`src/rtl/fft_pkg.sv`:
```
// Shared definitions for the FFT frame scheduler: geometry, FSM states, expected frame length.
// No logic here; latency and backpressure are properties of the modules that import it.
// Consumers: fft_mem_sched (FSM, counters) and fft_mem_mux (SRAM steering).
package fft_pkg;
    localparam int FFT_AW           = 10;
    localparam int FFT_DW           = 32;
    localparam int FFT_N            = 1024;
    localparam int FFT_FRAME_CYCLES = 35840;

    typedef enum logic [2:0] {
        IDLE,
        LAUNCH,
        ARM,
        RUN,
        DONE
    } fft_state_t;
endpackage

```
`src/rtl/fft_mem_mux.sv`:
```
// Combinational host/engine steering onto the single-port sample SRAM, with optional bit-reversed host reads.
// Latency: zero cycles, pure combinational path.
// Backpressure: none here; the owner is chosen upstream, and a non-owner request is simply not driven.
module fft_mem_mux
    import fft_pkg::*;
#(
    parameter int AW = FFT_AW,
    parameter int DW = FFT_DW
) (
    input  logic          host_sel,
    input  logic          rev_en,
    input  logic          h_req,
    input  logic          h_we,
    input  logic [AW-1:0] h_addr,
    input  logic [DW-1:0] h_wdata,
    input  logic          fft_cs,
    input  logic          fft_we,
    input  logic [AW-1:0] fft_addr,
    input  logic [DW-1:0] fft_wdata,
    output logic          m_cs,
    output logic          m_we,
    output logic [AW-1:0] m_addr,
    output logic [DW-1:0] m_wdata
);
    logic [AW-1:0] h_addr_map;

    // Without the bit-reverse build option the map is the identity, so the select below is harmless.
    always_comb begin
        h_addr_map = h_addr;
`ifdef FFT_BITREV_READ_EN
        for (int i = 0; i < AW; i++) begin
            h_addr_map[i] = h_addr[AW-1-i];
        end
`endif
    end

    always_comb begin
        m_cs    = 1'b0;
        m_we    = 1'b0;
        m_addr  = '0;
        m_wdata = '0;
        if (host_sel) begin
            if (h_req) begin
                m_cs    = 1'b1;
                m_we    = h_we;
                m_addr  = (rev_en && !h_we) ? h_addr_map : h_addr;
                m_wdata = h_wdata;
            end
        end else if (fft_cs) begin
            m_cs    = 1'b1;
            m_we    = fft_we;
            m_addr  = fft_addr;
            m_wdata = fft_wdata;
        end
    end
endmodule

```
`src/rtl/fft_mem_sched.sv`:
```
// Frame scheduler and SRAM arbiter for the in-place 1024-point FFT; FFT_BITREV_READ_EN enables bit-reversed host reads.
// Latency: host ack combinational in IDLE, read data one cycle after ack; fft_start one cycle after go.
// Backpressure: host request is held off (h_ack=0) outside IDLE; go outside IDLE is dropped.
module fft_mem_sched
    import fft_pkg::*;
#(
    parameter int AW     = FFT_AW,
    parameter int DW     = FFT_DW,
    parameter int WD_LIM = 4
) (
    input  logic          clk,
    input  logic          n_reset,
    input  logic          go,
    output logic          busy,
    output logic          done,
    output logic          err,
    output logic [15:0]   run_cycles,
    input  logic          h_req,
    input  logic          h_we,
    input  logic [AW-1:0] h_addr,
    input  logic [DW-1:0] h_wdata,
    output logic          h_ack,
    output logic          h_rvalid,
    output logic [DW-1:0] h_rdata,
    output logic          fft_start,
    input  logic          fft_ready,
    input  logic          fft_cs,
    input  logic          fft_we,
    input  logic [AW-1:0] fft_addr,
    input  logic [DW-1:0] fft_wdata,
    output logic [DW-1:0] fft_rdata,
    output logic          m_cs,
    output logic          m_we,
    output logic [AW-1:0] m_addr,
    output logic [DW-1:0] m_wdata,
    input  logic [DW-1:0] m_rdata
);
    localparam int WDW = (WD_LIM > 1) ? $clog2(WD_LIM) : 1;

    fft_state_t    state, state_nxt;
    logic [WDW-1:0] wd_cnt;
    logic          wd_expire;
    logic          go_acc;
    logic          frame_valid;
    logic [DW-1:0] rdata_q;

    always_comb begin
        state_nxt = state;
        busy      = 1'b1;
        done      = 1'b0;
        fft_start = 1'b0;
        h_ack     = 1'b0;
        go_acc    = 1'b0;
        wd_expire = 1'b0;
        case (state)
            IDLE: begin
                busy  = 1'b0;
                h_ack = h_req;
                if (go) begin
                    go_acc    = 1'b1;
                    state_nxt = LAUNCH;
                end
            end
            LAUNCH: begin
                fft_start = 1'b1;
                state_nxt = ARM;
            end
            ARM: begin
                if (!fft_ready) begin
                    state_nxt = RUN;
                end else if (wd_cnt == WDW'(WD_LIM - 1)) begin
                    wd_expire = 1'b1;
                    state_nxt = IDLE;
                end
            end
            RUN: begin
                if (fft_ready) state_nxt = DONE;
            end
            DONE: begin
                done      = 1'b1;
                state_nxt = IDLE;
            end
            default: state_nxt = IDLE;
        endcase
    end

    always_ff @(posedge clk or negedge n_reset) begin
        if (!n_reset) begin
            state       <= IDLE;
            wd_cnt      <= '0;
            err         <= 1'b0;
            frame_valid <= 1'b0;
            run_cycles  <= '0;
            h_rvalid    <= 1'b0;
            rdata_q     <= '0;
        end else begin
            state    <= state_nxt;
            h_rvalid <= h_ack && !h_we;
            if (h_rvalid) rdata_q <= m_rdata;

            if (state == LAUNCH)   wd_cnt <= '0;
            else if (state == ARM) wd_cnt <= wd_cnt + WDW'(1);

            if (go_acc)         err <= 1'b0;
            else if (wd_expire) err <= 1'b1;

            if (go_acc || (h_ack && h_we)) frame_valid <= 1'b0;
            else if (state == DONE)        frame_valid <= 1'b1;

            // The ARM cycle that sees ready fall is the engine's first busy cycle, so it counts too.
            if (go_acc) begin
                run_cycles <= '0;
            end else if ((state == ARM || state == RUN) && !fft_ready && run_cycles != 16'hFFFF) begin
                run_cycles <= run_cycles + 16'd1;
            end
        end
    end

    assign h_rdata   = h_rvalid ? m_rdata : rdata_q;
    assign fft_rdata = busy ? m_rdata : '0;

    fft_mem_mux #(.AW(AW), .DW(DW)) u_mux (
        .host_sel  (state == IDLE),
        .rev_en    (frame_valid),
        .h_req     (h_req),
        .h_we      (h_we),
        .h_addr    (h_addr),
        .h_wdata   (h_wdata),
        .fft_cs    (fft_cs),
        .fft_we    (fft_we),
        .fft_addr  (fft_addr),
        .fft_wdata (fft_wdata),
        .m_cs      (m_cs),
        .m_we      (m_we),
        .m_addr    (m_addr),
        .m_wdata   (m_wdata)
    );
endmodule
```
`config.mk`:
```
export PLATFORM = sky130hd
export DESIGN_NAME = fft_mem_sched
export DESIGN_NICKNAME = d
export VERILOG_FILES = /design/src/rtl/fft_pkg.sv /design/src/rtl/fft_mem_mux.sv /design/src/rtl/fft_mem_sched.sv
export SDC_FILE = /design/constraint.sdc
export NUM_CORES = 1
export LEC_CHECK = 0
export BUFFER_PORTS_ARGS = -buffer_cell sky130_fd_sc_hd__buf_2
export CORE_AREA = 2 2 99 101
export DETAILED_ROUTE_END_ITERATION = 8
export DIE_AREA = 0 0 101 103
export GPL_TIMING_DRIVEN = 0
export PLACE_DENSITY = 0.75
export SYNTH_ARGS = -nofsm -noshare
export SYNTH_HDL_FRONTEND = slang
export SYNTH_SLANG_ARGS = --single-unit
```
`constraint.sdc`:
```
create_clock -name clk -period 2.41 [get_ports clk]
set_input_delay 0.723 -clock clk [delete_from_list [all_inputs] [get_ports clk]]
set_output_delay 0.723 -clock clk [all_outputs]
set_load 0.01 [all_outputs]
```
==> results of run 1 <==
==> per-stage QoR <==
stage / worst slack (ps) / utilization (%)
CTS: -212 / 51.9
finish: -193 / 52.5
floorplan: 42.7 / -
global placement: -728 / 47.8
detailed placement: -793 / 47.8
global route: -237 / 52.5
==> final cells by class <==
cell class | count | area, um2
sequential | 55 | 1380
multi-input combinational | 216 | 1670
clock buffer | 6 | 82.6
fill | 872 | 4490
clock inverter | 2 | 35.0
tap | 114 | 143
inverter | 6 | 25.0
timing repair buffer | 263 | 1450
buffer | 19 | 185
==> state kept, by name, summed over array words and instances (netlist names) <==
signal and cells:
run_cycles 16, rdata_q 32, err 1, wd_cnt 2
state 3, h_rvalid 1
==> placed cells by master, fill, tap and decap left out, types with 3 or more instances in the layout <==
| cell type | count |
|---|---|
| inv_1 | 5 |
| a221o_1 | 7 |
| clkbuf_1 | 3 |
| a21oi_1 | 4 |
| nor2_1 | 11 |
| and4_1 | 3 |
| buf_4 | 8 |
| nor4_1 | 3 |
| and2_1 | 36 |
| nand3_1 | 7 |
| clkbuf_8 | 8 |
| buf_6 | 18 |
| mux2i_1 | 4 |
| nor3_1 | 6 |
| nand4_1 | 6 |
| dfrtp_1 | 53 |
| nand2_1 | 15 |
| o21ai_0 | 7 |
| mux2_2 | 33 |
| or4_1 | 5 |
| buf_2 | 241 |
| buf_8 | 3 |
| clkbuf_4 | 5 |
| a22o_1 | 41 |
==> report_power, final <==
part | total (mW) | leakage [nW] | internal, mW | switching [mW]
sequential | 1.43 | 0.690 | 1.27 | 0.165
clock | 0.631 | 0.0612 | 0.337 | 0.294
combinational | 3.29 | 1.87 | 1.61 | 1.68
total | 5.36 | 2.62 | 3.22 | 2.14
==> logic make-up after synthesis <==
kind of cell             synth area share, %
multiplexers                            13.2
adder cells (fa/ha/maj)                0.804
AO/OA/AOI/OAI                           18.5
flip-flops                              44.2
buffers and inverters                   3.50
AND/OR/NAND/NOR                         19.8
==> final timing paths <==
kind,from,to,slack (ps)
max in group asynchronous,n_reset,rdata_q[30]$_DFF_PN0_,1560
min in group clk,rdata_q[11]$_DFF_PN0_,rdata_q[11]$_DFF_PN0_,500
setup / recovery,state[1]$_DFFE_PN0P_,m_wdata[9],-190
hold reg to reg,rdata_q[11]$_DFF_PN0_,rdata_q[11]$_DFF_PN0_,500
setup reg to reg,run_cycles[1]$_DFFE_PN0P_,run_cycles[6]$_DFFE_PN0P_,100
hold / removal,n_reset,run_cycles[2]$_DFFE_PN0P_,310
==> routing by layer <==
layer / vias to the layer above / routed length, um
met5: - / 0
met2: 175 / 5920
li1: 1648 / -
met4: 0 / 395
met1: 1679 / 4510
met3: 21 / 622
==> timing repair <==
item                                    4_1_cts  5_1_grt
gates resized for setup                      67        9
pin swaps                                    30        5
hold buffers                                  0        0
endpoints found under the setup margin      108       80
cloned                                        4        0
setup buffers                                 4        2
==> results.txt, run 1 <==
----------------------------------------------------
[Outcome]
  Status ... complete, but fails checks
  Violations in the final reports ... negative setup slack

[Setup path]
  Number of buffers and inverters on the critical path ... 3
  Worst R2R Path Depth ... 5
  Family with the most delay on the worst path ... simple AND/OR/NAND/NOR gates
  Logic depth of the worst path, buffers included ... 6
  Cell at the slowest stage of the critical path ... dfrtp_2
  Worst path max stage delay ... between 400 and 500 ps
  Endpoint arrival time on the critical path ... between 1500 and 2000 ps
  Sort of element at the end of the critical path ... output pin
  Cells along the critical path ... nor3_4 -> inv_4 -> and2_4 -> clkbuf_16 -> a22o_4 -> buf_6
  Critical-path maximum fanout ... 6
  Crit path required time ... 1690 ps
  Launching element type of the critical path ... register
  Crit Path Class ... register to output pin

[STA]
  Max Clk Rate ... approximately 0.38 GHz
  Setup-failing EPs final ... 73
  Final hold violations ... 0
  Worst slew pin tran ... slightly above 700 ps
  Final period util ... 108%
  Setup skew after layout ... approximately 11 ps
  Unrepaired setup endpoints after global routing ... yes
  Time the worst path needs with I/O delays and setup ... ~2600 ps
  Slew Limit Headroom ... a little over 50%
  Setup tns final ... -8770 ps
  Worst hold margin ... between 300 and 400 ps
  Number of max-slew violations in the final report ... 0
  Final critical-path setup slack ... -193 ps

[Synth]
  Yosys cell types ... 38
  Commonest cells in the synthesized netlist ... dfrtp_1, a22o_1, and2_1
  Count of synthesis-stage warnings from yosys ... 0
  Largest area contributor in the synthesized netlist ... dfrtp_1
  Top-area cell type share of the netlist area ... roughly 44%
  Most frequent cell after synthesis ... dfrtp_1
  Mapped Cells ... around 300
  Number of synthesized register bits ... 55
  Count of flip-flops with a built-in enable after synthesis ... 0
  Dominant synthesized flop cell ... dfrtp_1
  Synthesized cell area ... approximately 0.0031 mm2
  Number of nets in the synthesized netlist ... 424
  Synth Area per Inst ... 10.4 um2
  Seq/Total Area, Yosys ... between 40% and 50%
  Async set or reset register ratio after synthesis ... 100%
  Cell types with the largest area share after synthesis ... dfrtp_1, a22o_1, mux2_2

[Power and ir drop]
  VDD IR max ... roughly 0.55 mV
  Ratio of total power to cell area ... approximately 1100 mW/mm2
  Leakage dissipation ... 2.62 nW
  Post-layout total power ... 5.36 mW

[Clock tree]
  Maximum buffer depth of the clock tree ... 2
  Clock tree from TritonCTS ... yes
  Clock edge transition at the registers on the reported setup and hold paths ... 100 ps
  Clock latency on the worst-skew pair ... approximately 310 ps
  Master cell of the clock root buffer ... clkbuf_8
  Inserted Clock Buffers ... 5
  Count of H-tree levels built during CTS ... 2
  Clock Sinks ... 55

[GRT]
  Met3 Use GR ... under 10%
  Total gr overflow ... 0
  Global routing met2 resource utilization ... approximately a third
  Via count of the first global-routing pass ... between 3000 and 4000
  Most Crowded Layer GR ... met2
  Largest net degree at the start of global routing ... 56
  Global routing usage summed across all routing layers ... roughly a fifth
  Met1 GRT Util ... 24.3%
  Global-route wire length before repair ... approximately 16 mm
  Number of antenna violations at the first check in global routing ... 0

[Cells and area]
  Share of cells above drive strength 1 ... 58.9%
  Count of antenna diodes in the layout ... 0
  Final instance area ... about 0.0050 mm2
  Nets ... about 690
  Final non-filler cell total ... slightly below 700
  Syn-to-layout area delta ... 59.7%

[Routing]
  Detailed Route Iter0 Violations ... around 120
  Wire length after detailed routing ... 11.4 mm
  Post-detailed-route wirelength per cell ... 16.8 um
  DRT antenna net count ... 0
  DR pass1 iterations ... 5
  Vias per Instance ... 5.17
  DRC errors left ... 0
  Via count of the routed design ... between 3000 and 4000

[Placement]
  Placed cell count ... 665
  Final weighted congestion in routability-driven placement ... around 0.90
  IO Port Bufs ... 253
  HPWL after detailed placement ... between 9 and 10 mm
  Placed instance area ... 0.00452 mm2

[Floorplanning]
  Core region area ... ~0.0095 mm2
  Horizontal die dimension ... 101 um
  Number of cell rows ... 36
  Die Outline Area ... 0.0104 mm2
  Boundary pin count ... roughly 250
  Initial Utilization ... 32.9%
  Die Y-Extent ... between 100 and 150 um

[Flow run]
  Max Cap Viol ... 0

[Worst hold path]
  Path type of the worst min-delay path ... input pin to asynchronous set/reset pin

----------------------------------------------------
Power figures use the tool's default switching activity.
==> run 2: changes to the inputs <==
--- a/config.mk
+++ b/config.mk
@@ -5,12 +5,13 @@
 export SDC_FILE = /design/constraint.sdc
 export NUM_CORES = 1
 export LEC_CHECK = 0
+export ABC_AREA = 1
 export BUFFER_PORTS_ARGS = -buffer_cell sky130_fd_sc_hd__buf_2
-export CORE_AREA = 2 2 99 101
+export CORE_AREA = 2 2 98 100
 export DETAILED_ROUTE_END_ITERATION = 8
-export DIE_AREA = 0 0 101 103
+export DIE_AREA = 0 0 100 102
 export GPL_TIMING_DRIVEN = 0
-export PLACE_DENSITY = 0.75
+export PLACE_DENSITY = 0.79
 export SYNTH_ARGS = -nofsm -noshare
 export SYNTH_HDL_FRONTEND = slang
 export SYNTH_SLANG_ARGS = --single-unit
==> results.txt, run 2 <==
----------------------------------------------------
[Setup path]
  Crit path capture ... m_wdata[3]
  Worst R2R Path Depth ... 10 (+5)
  Crit Path Class ... input pin to output pin
  Crit path required time ... 1690 ps (about the same)
  Endpoint arrival time on the critical path ... 1630 ps (-250 ps)
  Launching point of the worst reg2reg path ... run_cycles[0]$_DFFE_PN0P_
  Launching instance or port of the critical path ... fft_cs
  FF-to-FF End ... run_cycles[8]$_DFFE_PN0P_
  Sort of element at the end of the critical path ... output pin
  Reg2Reg Setup Slack ... 770 ps (+670 ps)
  Launching element type of the critical path ... input pin
  Critical-path maximum fanout ... 10 (+4)

[STA]
  Final hold violations ... 0 (unchanged)
  Worst slew pin tran ... 1170 ps (+449 ps)
  Max Clk Rate ... 0.426 GHz (+11%)
  Unrepaired setup endpoints after global routing ... yes
  Slew Limit Headroom ... 22.0% (-30 points)
  Final period util ... 97.5% (-11 points)
  Setup skew after layout ... 3.81 ps (-7.30 ps)
  Number of max-slew violations in the final report ... 0 (unchanged)
  Setup-failing EPs final ... 0 (-100%)
  Time the worst path needs with I/O delays and setup ... 2350 ps (-253 ps)
  Final critical-path setup slack ... 60.2 ps (+253 ps)

[Outcome]
  Status ... finished clean

[Cells and area]
  Syn-to-layout area delta ... 50.6%
  Nets ... 894 (+29%)
  Count of antenna diodes in the layout ... 0 (unchanged)
  Most frequent standard cell in the layout excluding fill and tap cells ... buf_2
  Number of flip-flops under the largest register name ... 32 (unchanged)
  Fill cells ... 914 (+4.8%)
  Registers with the most flip-flops ... rdata_q x32, run_cycles x16, state x3
  Final core utilization ... 54.8% (+2.3 points)
  Share of cells above drive strength 1 ... 39.9% (-19 points)
  Commonest cells after routing, fill and taps aside ... buf_2, nand2_1, nor2_1
  Register ranked first by flip-flop count ... rdata_q

[Power and ir drop]
  Ratio of total power to cell area ... 1030 mW/mm2 (-4.5%)
  Combinational Power Share ... 63.7% (+2.3 points)
  Register share of total power ... 26.3% (-0.5 points)
  Switching part of the total power ... 46.7% (+6.8 points)
  VDD IR max ... 0.397 mV (-28%)
  Leakage dissipation ... 3.04 nW (+16%)
  Clock share of power ... 10.0% (-1.8 points)
  Switch Pwr ... 2.40 mW (+12%)
  Cell-internal power ... 2.74 mW (-15%)

[Floorplanning]
  Boundary pin count ... 254 (unchanged)
  Core region area ... 0.00911 mm2 (-3.7%)
  Initial Utilization ... 36.4% (+3.5 points)
  Horizontal die dimension ... 100 um (-0.99%)
  Number of cell rows ... 35 (-2.8%)
  Die Outline Area ... 0.0102 mm2 (-2.0%)
  Die Y-Extent ... 102 um (-0.97%)

[Flow run]
  Max Cap Viol ... 0 (unchanged)

[Synth]
  Top-area cell type share of the netlist area ... 41.5% (-2.7 points)
  Async set or reset register ratio after synthesis ... 100% (unchanged)
  Number of nets in the synthesized netlist ... 627 (+48%)
  Cell types with the largest area share after synthesis ... dfrtp_1, nand2_1, nor2_1
  Count of flip-flops with a built-in enable after synthesis ... 0 (unchanged)
  Synth Area per Inst ... 6.61 um2 (-37%)
  Mapped Cells ... 501 (+68%)
  Dominant synthesized flop cell ... dfrtp_1
  Commonest cells in the synthesized netlist ... nand2_1, nor2_1, nand3_1
  Most frequent cell after synthesis ... nand2_1
  Yosys cell types ... 28 (-26%)
  Count of synthesis-stage warnings from yosys ... 0 (unchanged)
  Seq/Total Area, Yosys ... 41.5% (-2.7 points)
  Synthesized cell area ... 0.00331 mm2 (+6.5%)
  Number of synthesized register bits ... 55 (unchanged)
  Largest area contributor in the synthesized netlist ... dfrtp_1

[Clock tree]
  Clock Sinks ... 55 (unchanged)
  CTS hold repair buffers ... 0 (unchanged)
  Clock latency on the worst-skew pair ... 300 ps (about the same)
  Clock tree from TritonCTS ... yes
  Clock edge transition at the registers on the reported setup and hold paths ... 100 ps (about the same)
  Inserted Clock Buffers ... 5 (unchanged)
  Count of H-tree levels built during CTS ... 2 (unchanged)
  Maximum buffer depth of the clock tree ... 2 (unchanged)
  Master cell of the clock root buffer ... clkbuf_8

[Routing]
  Post-detailed-route wirelength per cell ... 13.4 um (-20%)
  Vias per Instance ... 4.64 (-10%)
  Via count of the routed design ... 4087 (+16%)
  Detailed Route Iter0 Violations ... 144 (+16%)
  DR pass1 iterations ... 4 (-1)
  Wire length after detailed routing ... 11.8 mm (+3.1%)
  DRC errors left ... 0 (unchanged)
  DRT antenna net count ... 0 (unchanged)

[GRT]
  Global-route wire length before repair ... 17.4 mm (+12%)
  Total gr overflow ... 0 (unchanged)
  Via count of the first global-routing pass ... 3607 (+20%)
  Largest net degree at the start of global routing ... 56 (unchanged)
  Number of antenna violations at the first check in global routing ... 1 (+1)
  Global routing usage summed across all routing layers ... 21.7% (+2.1 points)

[Worst hold path]
  Path type of the worst min-delay path ... register to register

[Placement]
  Final weighted congestion in routability-driven placement ... 0.873 (-2.9%)
  Minimum setup slack after placement ... -90.5 ps (+703 ps)
  IO Port Bufs ... 252 (-0.40%)
  HPWL after detailed placement ... 9.70 mm (+7.6%)

----------------------------------------------------
## run 2: layout make-up
cell class / instances / area, um2 / area share [%]
Multi-Input combinational cell: 367 / 1630 / 32.6
Sequential cell: 55 / 1380 / 27.6
Timing Repair Buffer: 261 / 1360 / 27.3
Inverter: 53 / 214 / 4.29
Buffer: 25 / 176 / 3.54
Tap cell: 111 / 139 / 2.78
Clock buffer: 5 / 68.8 / 1.38
Clock inverter: 3 / 25.0 / 0.502
## run 2: routing by layer
metal  track usage [%]  up-vias  share of wire [%]  wire length [um]
met1              25.7     1821                 41              4830
li1                  -     2084                  -                 -
met5                 0        -                  0                 0
met3              4.17       13                6.6               779
met2              40.2      169                 51              6000
met4              6.43        0                1.6               186
## run 2: how the worst min path moves through the flow
stage / startpoint / end / slack, ps / cells past startpoint
after floorplan: n_reset / err$_DFFE_PN0P_ / 430 / 0
after global placement: wd_cnt[1]$_DFFE_PN0P_ / wd_cnt[1]$_DFFE_PN0P_ / 490 / 1
after detailed placement: wd_cnt[1]$_DFFE_PN0P_ / wd_cnt[1]$_DFFE_PN0P_ / 490 / 1
after CTS: wd_cnt[0]$_DFFE_PN0P_ / wd_cnt[0]$_DFFE_PN0P_ / 520 / 1
after global routing: wd_cnt[1]$_DFFE_PN0P_ / wd_cnt[1]$_DFFE_PN0P_ / 540 / 1
final: wd_cnt[0]$_DFFE_PN0P_ / wd_cnt[0]$_DFFE_PN0P_ / 520 / 1
## run 2: logic make-up (layout without fill, tap and decap cells)
group / after synthesis / count (layout) / share of synthesized area [%]
compound gates: 42 / 42 / 6.68
xor+xnor: 6 / 6 / 1.59
fa+ha+maj: 2 / 2 / 0.755
buf+inv: 79 / 347 / 9.63
flops: 55 / 55 / 41.5
simple gates: 317 / 317 / 39.8
## run 2: critical path, stage by stage
cell and delay [ps]:
clkbuf_1 250, clkbuf_4 270, nand3_1 150, nand2_1 100, buf_2 130
## run 2: repair_timing
action,4_1_cts,5_1_grt
buffers inserted,3,3
pin swaps,0,1
resized for setup,23,22
gates cloned,0,3
setup endpoints to repair,103,79
## run 2: per-stage QoR
| stage | setup TNS (ps) | area, um2 | cells | hold slack (ps) | total power [mW] |
|---|---|---|---|---|---|
| finish | 0 | 4990 | 880 | 517 | 5.14 |
| CTS | 0 | 4890 | 874 | 522 | 5.03 |
| floorplan | 0 | 3310 | 501 | 427 | 3.06 |
| global placement | -613 | 4710 | 864 | 488 | 4.32 |
| detailed placement | -653 | 4710 | 864 | 493 | 4.37 |
| global route | -257 | 4990 | 880 | 541 | 5.58 |
## run 2: power groups by stage
stage	clock network, mW	logic [mW]	registers [mW]
finish	0.514	3.27	1.35
global placement	0	2.96	1.36
CTS	0.526	3.15	1.35
floorplan	0	1.70	1.36
global route	0.571	3.63	1.38
detailed placement	0	2.99	1.37
